File: src/rtl/fetch_arb_pkg.sv
// Shared types and defaults for the two-requester RAM read-port arbiter.
package fetch_arb_pkg;

  localparam int A_S_DEF = 8;
  localparam int D_S_DEF = 32;

  typedef logic       req_id_t;
  typedef logic [1:0] gnt_t;

  // Round-robin pick: on contention, favour the requester not served last.
  function automatic gnt_t rr_pick(input logic [1:0] elig, input req_id_t last_gnt);
    if (elig == 2'b11) begin
      return last_gnt ? gnt_t'(2'b01) : gnt_t'(2'b10);
    end
    return gnt_t'(elig);
  endfunction

endpackage

File: src/rtl/retension_ff.sv
// Single-entry output stage: the return word passes straight through in its
// return cycle and is held afterwards until the consumer takes it.
module retension_ff #(
  parameter int WIDTH = 32
) (
  input  logic             clk,
  input  logic             rst,
  input  logic [WIDTH-1:0] din,
  input  logic             din_vld,
  output logic [WIDTH-1:0] dout,
  output logic             dout_vld,
  input  logic             dout_rdy
);

  logic             hold_vld_reg;
  logic             hold_vld_next;
  logic [WIDTH-1:0] data_reg;

  always_comb begin
    dout_vld      = din_vld | hold_vld_reg;
    dout          = din_vld ? din : data_reg;
    hold_vld_next = dout_vld & ~dout_rdy;
  end

  always_ff @(posedge clk) begin
    if (rst) begin
      hold_vld_reg <= 1'b0;
    end else begin
      hold_vld_reg <= hold_vld_next;
    end
    // Payload is kept across reset; only the valid flag matters.
    if (din_vld) begin
      data_reg <= din;
    end
  end

endmodule

File: src/rtl/fetch_arb_2.sv
// Round-robin sharing of one synchronous-read RAM port between two fetch
// requesters, with a per-requester output stage that holds under back-pressure.
module fetch_arb_2
  import fetch_arb_pkg::*;
#(
  parameter int A_S = A_S_DEF,
  parameter int D_S = D_S_DEF
) (
  input  logic           clk,
  input  logic           rst,
  input  logic           r0_vld,
  input  logic [A_S-1:0] r0_addr,
  output logic           r0_rdy,
  input  logic           r1_vld,
  input  logic [A_S-1:0] r1_addr,
  output logic           r1_rdy,
  output logic           ram_reb,
  output logic [A_S-1:0] ram_addrb,
  input  logic [D_S-1:0] ram_doutb,
  output logic           d0_vld,
  output logic [D_S-1:0] d0_pl,
  input  logic           d0_rdy,
  output logic           d1_vld,
  output logic [D_S-1:0] d1_pl,
  input  logic           d1_rdy
);

  logic [1:0]     r_vld;
  logic [1:0]     d_rdy;
  logic [1:0]     d_vld;
  logic [1:0]     elig;
  logic [1:0]     rtn_hit;
  logic [D_S-1:0] d_pl [2];
  gnt_t           gnt;

  req_id_t last_gnt_reg;
  req_id_t last_gnt_next;
  logic    rtn_vld_reg;
  logic    rtn_vld_next;
  req_id_t rtn_id_reg;
  req_id_t rtn_id_next;

  assign r_vld = {r1_vld, r0_vld};
  assign d_rdy = {d1_rdy, d0_rdy};

  // Eligibility depends only on registered state and consumer readiness,
  // never on ram_doutb.
  always_comb begin
    elig          = 2'b00;
    gnt           = gnt_t'(2'b00);
    ram_addrb     = '0;
    last_gnt_next = last_gnt_reg;
    rtn_vld_next  = 1'b0;
    rtn_id_next   = rtn_id_reg;

    if (!rst) begin
      elig = r_vld & (~d_vld | d_rdy);
    end
    gnt = rr_pick(elig, last_gnt_reg);

    if (gnt[0]) begin
      ram_addrb = r0_addr;
    end else if (gnt[1]) begin
      ram_addrb = r1_addr;
    end

    if (|gnt) begin
      last_gnt_next = req_id_t'(gnt[1]);
      rtn_vld_next  = 1'b1;
      rtn_id_next   = req_id_t'(gnt[1]);
    end
  end

  assign r0_rdy  = gnt[0];
  assign r1_rdy  = gnt[1];
  assign ram_reb = |gnt;

  always_ff @(posedge clk) begin
    if (rst) begin
      last_gnt_reg <= req_id_t'(1'b1);
      rtn_vld_reg  <= 1'b0;
      rtn_id_reg   <= req_id_t'(1'b0);
    end else begin
      last_gnt_reg <= last_gnt_next;
      rtn_vld_reg  <= rtn_vld_next;
      rtn_id_reg   <= rtn_id_next;
    end
  end

  generate
    for (genvar gi = 0; gi < 2; gi++) begin : g_out
      // A return landing in a reset cycle is dropped.
      assign rtn_hit[gi] = rtn_vld_reg & ~rst & (rtn_id_reg == req_id_t'(gi));

      retension_ff #(
        .WIDTH(D_S)
      ) u_ret (
        .clk      (clk),
        .rst      (rst),
        .din      (ram_doutb),
        .din_vld  (rtn_hit[gi]),
        .dout     (d_pl[gi]),
        .dout_vld (d_vld[gi]),
        .dout_rdy (d_rdy[gi])
      );
    end
  endgenerate

  assign d0_vld = d_vld[0];
  assign d1_vld = d_vld[1];
  assign d0_pl  = d_pl[0];
  assign d1_pl  = d_pl[1];

endmodule

File: config.mk
export PLATFORM = sky130hd
export DESIGN_NAME = fetch_arb_2
export DESIGN_NICKNAME = d
export VERILOG_FILES = /design/src/rtl/fetch_arb_pkg.sv /design/src/rtl/retension_ff.sv /design/src/rtl/fetch_arb_2.sv
export SDC_FILE = /design/constraint.sdc
export NUM_CORES = 1
export LEC_CHECK = 0
export CAP_MARGIN = 10
export CORE_MARGIN = 3
export CORE_UTILIZATION = 40
export DETAILED_ROUTE_END_ITERATION = 12
export GPL_TIMING_DRIVEN = 1
export PLACE_DENSITY = 0.86
export RECOVER_POWER = 25
export SETUP_SLACK_MARGIN = 0.4
export SYNTH_ARGS = -nofsm -noshare
export SYNTH_HDL_FRONTEND = slang
export SYNTH_SLANG_ARGS = --single-unit
File: constraint.sdc
create_clock -name clk -period 6.8 [get_ports clk]
set_clock_uncertainty 0.2 [all_clocks]
set_input_delay 1.7 -clock clk [delete_from_list [all_inputs] [get_ports clk]]
set_output_delay 1.7 -clock clk [all_outputs]
set_load 0.02 [all_outputs]
Word level (Yosys, flattened, before mapping)
Cells that the tools add are included.
Storage, ports and cells
  bits in registers: 69
  latch bits: 0
  memory bits (writable): 0
  ROM bits: 0
  input port bits: 54
  output and inout port bits: 77
  word-level logic and storage cells: 33
  memories kept: 0
Cells by class
  add/sub/neg operators: 0
  multipliers: 0
  div/mod/pow operators: 0
  $lt $le $gt $ge: 0
  equal/unequal tests: 1
  shift-type cells: 0
  multiplexer cells: 10
  bitwise gates (word level): 14
  reduce and logical (&&, ||, !) cells: 1
Operators by type and width (count)
  two-way mux 32 bit: 2
  two-way mux 8 bit: 2
  two-way mux 2 bit: 4
  bitwise AND 1 bit: 5
  NOT 1 bit: 4
  bitwise AND 2 bit: 1
  == test 2 bit (second input constant): 1
  two-way mux 1 bit: 2
  NOT 2 bit: 1
  OR 1 bit: 2
  OR 2 bit: 1
  OR reduction 2 bit: 1

Longest topological paths before layout
Gate-level depths: netlist of the first run.
  depth after elaboration: 13
  depth in mapped cells: 6
  mapped depth without buffers: 4

Modules after synthesis
From an unflattened synthesis of the first run, not the netlist that was laid out.
Second synthesis, totals
  cell total of the unflattened synthesis: 192
  area, all modules: 2808.9 um2
Modules (own cells, without submodules)
  retension_ff: times used 2, cells an instance 71, area an instance 1218.7 um2, sequential area each 660.6 um2
  fetch_arb_2: times used 1, cells an instance 50, area an instance 371.6 um2, sequential area each 60.1 um2

Worst setup path before layout of the first run
Ideal clock, no wire load.
  path kind: input -> output
  start: input port rst
  end: output port ram_addrb[0]
  arrival time: 3079 ps
  required time: 4900 ps
  slack: 1821 ps
  stages: 5
  path buffers: 1
  cell sequence: or4b_1 -> and3_1 -> buf_6 -> a21oi_4 -> a22o_1
On the way
  longest elaborated chain between the ends: 13
  elaborated cells on any way between the ends: 15
  those cells by class: eq/ne (1); mux (5); bitwise (9)
RTL lines
  from (decl): line fetch_arb_2.sv:10  | input logic rst,
  NOT 1 bit: line fetch_arb_2.sv:93  | assign rtn_hit[gi] = rtn_vld_reg & ~rst & (rtn_id_reg == req_id_t'(gi));
  bitwise AND 1 bit (2 in a row): line fetch_arb_2.sv:93
  OR 1 bit: line retension_ff.sv:20  | dout_vld = din_vld | hold_vld_reg;
  NOT 2 bit: line fetch_arb_2.sv:57  | elig = r_vld & (~d_vld | d_rdy);
  OR 2 bit: line fetch_arb_2.sv:57
  bitwise AND 2 bit: line fetch_arb_2.sv:57
  two-way mux 2 bit *: line fetch_arb_2.sv:56  | if (!rst) begin
  == test 2 bit: line fetch_arb_pkg.sv:12  | if (elig == 2'b11) begin
  two-way mux 1 bit: line fetch_arb_pkg.sv:12
  two-way mux 2 bit *: line fetch_arb_pkg.sv:15  | return gnt_t'(elig);
  via r1_rdy: line fetch_arb_2.sv:16  | output logic r1_rdy,
  two-way mux 8 bit *: line fetch_arb_2.sv:63  | end else if (gnt[1]) begin
  two-way mux 8 bit *: line fetch_arb_2.sv:61  | if (gnt[0]) begin
  to (decl): line fetch_arb_2.sv:18  | output logic [A_S-1:0] ram_addrb,
The timed path passes the listed nets; every way through them passes the cells marked *.

Final worst setup path of the first run
  start: input port rst
  end: output port d0_pl[23]
On the way
  longest elaborated chain between the ends: 4
RTL lines
  NOT 1 bit: line fetch_arb_2.sv:93
  bitwise AND 1 bit (2 in a row): line fetch_arb_2.sv:93
  two-way mux 32 bit: line retension_ff.sv:21  | dout = din_vld ? din : data_reg;
  to (decl): line fetch_arb_2.sv:21  | output logic [D_S-1:0] d0_pl,
No other way between the ends.

==> flow_metrics.py, run 1 <==
metrics = {
    "outcome": {
        "status": "complete, no violations",
    },
    "global_routing": {
        "grt_pass1_vias": 1975,
        "antenna_found_initial": 0,
        "grt_usage_pct": 17.4,
        "grt_max_degree": 28,
        "gr-total-overflow": 0,
        "grt_pass1_wl_um": 9670,
    },
    "setup_path": {
        "required_ns": 4.90,
        "critPathKind": "in2out",
        "start_kind": "primary input",
        "cp.arrival_ns": 4.21,
        "end_kind": "primary output",
        "crit_path_max_fanout": 13,
        "r2r_setup_slack_ns": 4.79,
    },
    "floorplanning": {
        "dieArea_um2": 6890,
        "core_region_area_um2": 5610,
        "initial_core_util_pct": 42.3,
        "die_x_um": 83.0,
        "die_h_um": 83.0,
        "num_io_pins": 131,
        "rows": 27,
    },
    "timing": {
        "hold_violations": 0,
        "fin_crit_ns": 6.11,
        "rsz0062_at_grt": "false",
        "setup_viol": 0,
        "slew_headroom_pct": 50.5,
        "maxSlewViolCount": 0,
        "max_freq_mhz": 164,
        "period_share_pct": 89.8,
        "max_slew.worst_pin.slew_ns": 0.743,
        "tns_ns": 0,
    },
    "cells_and_area": {
        "final_layout_size_suffix_gt1_share_pct": 22.3,
        "fill_cells": 447,
        "fin_area_um2": 3890,
        "largest_reg_flops": 64,
        "multiInputGateArea_um2": 933,
        "final_nets": 360,
        "utilization_pct": 69.3,
        "area_delta_synth_final_pct": 64.0,
        "ff_latch_area_um2": 1380,
        "diodes": 0,
    },
    "placed_design": {
        "port_buffers": 130,
        "placed_area_um2": 3740,
        "place.gp.congestion": 0.770,
        "dp_hpwl_um": 4480,
    },
    "yosys": {
        "syn-cell-area_um2": 2370,
        "ys_seq_area_share_pct": 58.3,
        "ys.flop_type": "dfxtp_1",
        "async_flop_share_pct": 0,
        "syn_area_per_cell_um2": 13.9,
        "synth_common_cells": "dfxtp_1, mux2_2, a22o_1",
        "synth.area.top_cells": "dfxtp_1, mux2_2, a22o_1, buf_2, buf_6",
        "yosys.area.top_type": "dfxtp_1",
        "yosys_warnings": 0,
        "synth_edf_count": 0,
        "yosys_register_bits": 69,
        "synth_cell_types": 19,
        "synth.net_count": 224,
        "synth_top_cell_area_share_pct": 58.3,
        "synth.most_common_cell": "dfxtp_1",
        "synth_cells": 170,
    },
    "clock_network": {
        "clkTransAtPathRegs_ns": 0.07,
        "cts_setup_buffers": 0,
        "cts_max_level": 3,
        "cts.sinks": 69,
        "cts_made_buffers": 9,
        "cts_tree": "built",
        "clkLatencyLatePin_ns": 0.32,
        "cts_hold_buf": 0,
        "cts_buffer_depth": 2,
        "cts_resized": 0,
        "cts_root_buf": "clkbuf_8",
    },
    "detailed_routing": {
        "drt-total-wl_um": 5780,
        "drt_iter0_markers": 43,
        "drc": 0,
        "ant_nets": 0,
        "drt_pass1_iterations": 4,
        "viasPerCell": 4.75,
        "detail_route.wl_per_cell_um": 15.1,
        "vias": 1815,
    },
    "power": {
        "power.sequential.fraction_pct": 39.2,
        "power_frac_clock_pct": 19.7,
        "p_leak_nw": 1.54,
        "p_comb_share_pct": 41.1,
        "power.internal_mw": 0.960,
        "p_per_area_nw_per_um2": 357,
        "p_total_mw": 1.39,
        "sw_frac_of_total_pct": 30.9,
        "switchingPower_mw": 0.428,
        "vdd_ir_drop_max_v": 0.000226,
    },
    "hold_path": {
        "hold_class": "reg2reg",
    },
    "job": {
        "maxCapViolCount": 0,
    },
}
## stage by stage
step / instances / worst slack (ns) / hold slack (ns)
after detailed placement: 367 / 0.824 / 0.258
after global placement: 367 / 0.900 / 0.254
after CTS: 382 / 0.822 / 0.276
after floorplan: 170 / 1.82 / 0.272
final: 382 / 0.693 / 0.263
after global routing: 382 / 0.574 / 0.288
## cells in the final DEF (no fill, tap or decap)
cell type / n
clkbuf_8: 10
clkdlybuf4s50_1: 129
or2_2: 1
a22o_1: 8
nor3b_1: 3
or4b_1: 1
o211ai_1: 1
dlygate4sd3_1: 1
mux2_2: 53
a21oi_1: 1
clkbuf_1: 4
dfxtp_1: 69
nand3_1: 1
a21oi_4: 1
nand2_1: 4
buf_4: 2
o32ai_1: 1
o211a_1: 1
nand2b_1: 2
and3_1: 1
inv_1: 1
nor2b_1: 1
clkinv_2: 2
mux2_1: 12
## layer usage
| metal | up-vias | global-route usage [%] | part of all wire, % |
|---|---|---|---|
| met1 | 850 | 18.8 | 40 |
| met4 | 0 | 8.47 | 1.6 |
| met3 | 8 | 4.86 | 6.1 |
| met2 | 78 | 31.1 | 52 |
| li1 | 879 | - | - |
| met5 | - | 0 | 0 |
## area by class of cell
class / count / share of cell area, %
sequential: 69 / 35.5
timing repair buffer: 133 / 34.0
clock buffer: 13 / 3.83
clock inverter: 2 / 0.257
tap: 72 / 2.32
inverter: 1 / 0.0966
multi-input combinational: 92 / 24.0
## cells by family (layout without fill, tap and decap cells)
logic type      Yosys count  in the layout  synth area share (%)
flops                    69             69                  58.3
mux                      65             65                  30.9
simple gates             14             14                  3.54
compound gates           13             13                  4.96
buf+inv                   9            149                  2.37
## worst paths after layout
kind,cells after the start,to,start
hold reg to reg,1,g_out[0].u_ret.data_reg[26]$_DFF_P_,g_out[0].u_ret.data_reg[26]$_DFF_P_
setup / recovery,5,d0_pl[23],rst
hold / removal,1,g_out[0].u_ret.data_reg[26]$_DFF_P_,g_out[0].u_ret.data_reg[26]$_DFF_P_
setup reg to reg,3,g_out[0].u_ret.data_reg[30]$_DFF_P_,rtn_vld_reg$_SDFF_PP0_
## critical path, stage by stage
cell and delay (ns):
dlygate4sd3_1 0.62, nor3b_1 0.30, clkbuf_1 0.61, mux2_1 0.42
clkdlybuf4s50_1 0.55
## power by group through the flow
| stage | clock network (mW) | logic (mW) | registers (mW) |
|---|---|---|---|
| 2_1_floorplan | 0 | 0.304 | 0.544 |
| 3_3_place_gp | 0 | 0.571 | 0.548 |
| 3_5_place_dp | 0 | 0.581 | 0.555 |
| 4_1_cts | 0.283 | 0.584 | 0.546 |
| 5_1_grt | 0.303 | 0.602 | 0.556 |
| 6_report | 0.273 | 0.571 | 0.544 |
Note: power is estimated with default switching activity, not from simulation.
==> inputs of run 2 (changes only) <==
--- a/config.mk
+++ b/config.mk
@@ -13,6 +13,7 @@
 export PLACE_DENSITY = 0.86
 export RECOVER_POWER = 25
 export SETUP_SLACK_MARGIN = 0.4
+export SKIP_CTS_REPAIR_TIMING = 1
 export SYNTH_ARGS = -nofsm -noshare
 export SYNTH_HDL_FRONTEND = slang
 export SYNTH_SLANG_ARGS = --single-unit
==> results of run 2 <==
Same layout as run 1: the final DEF is identical, and so are final timing and power.
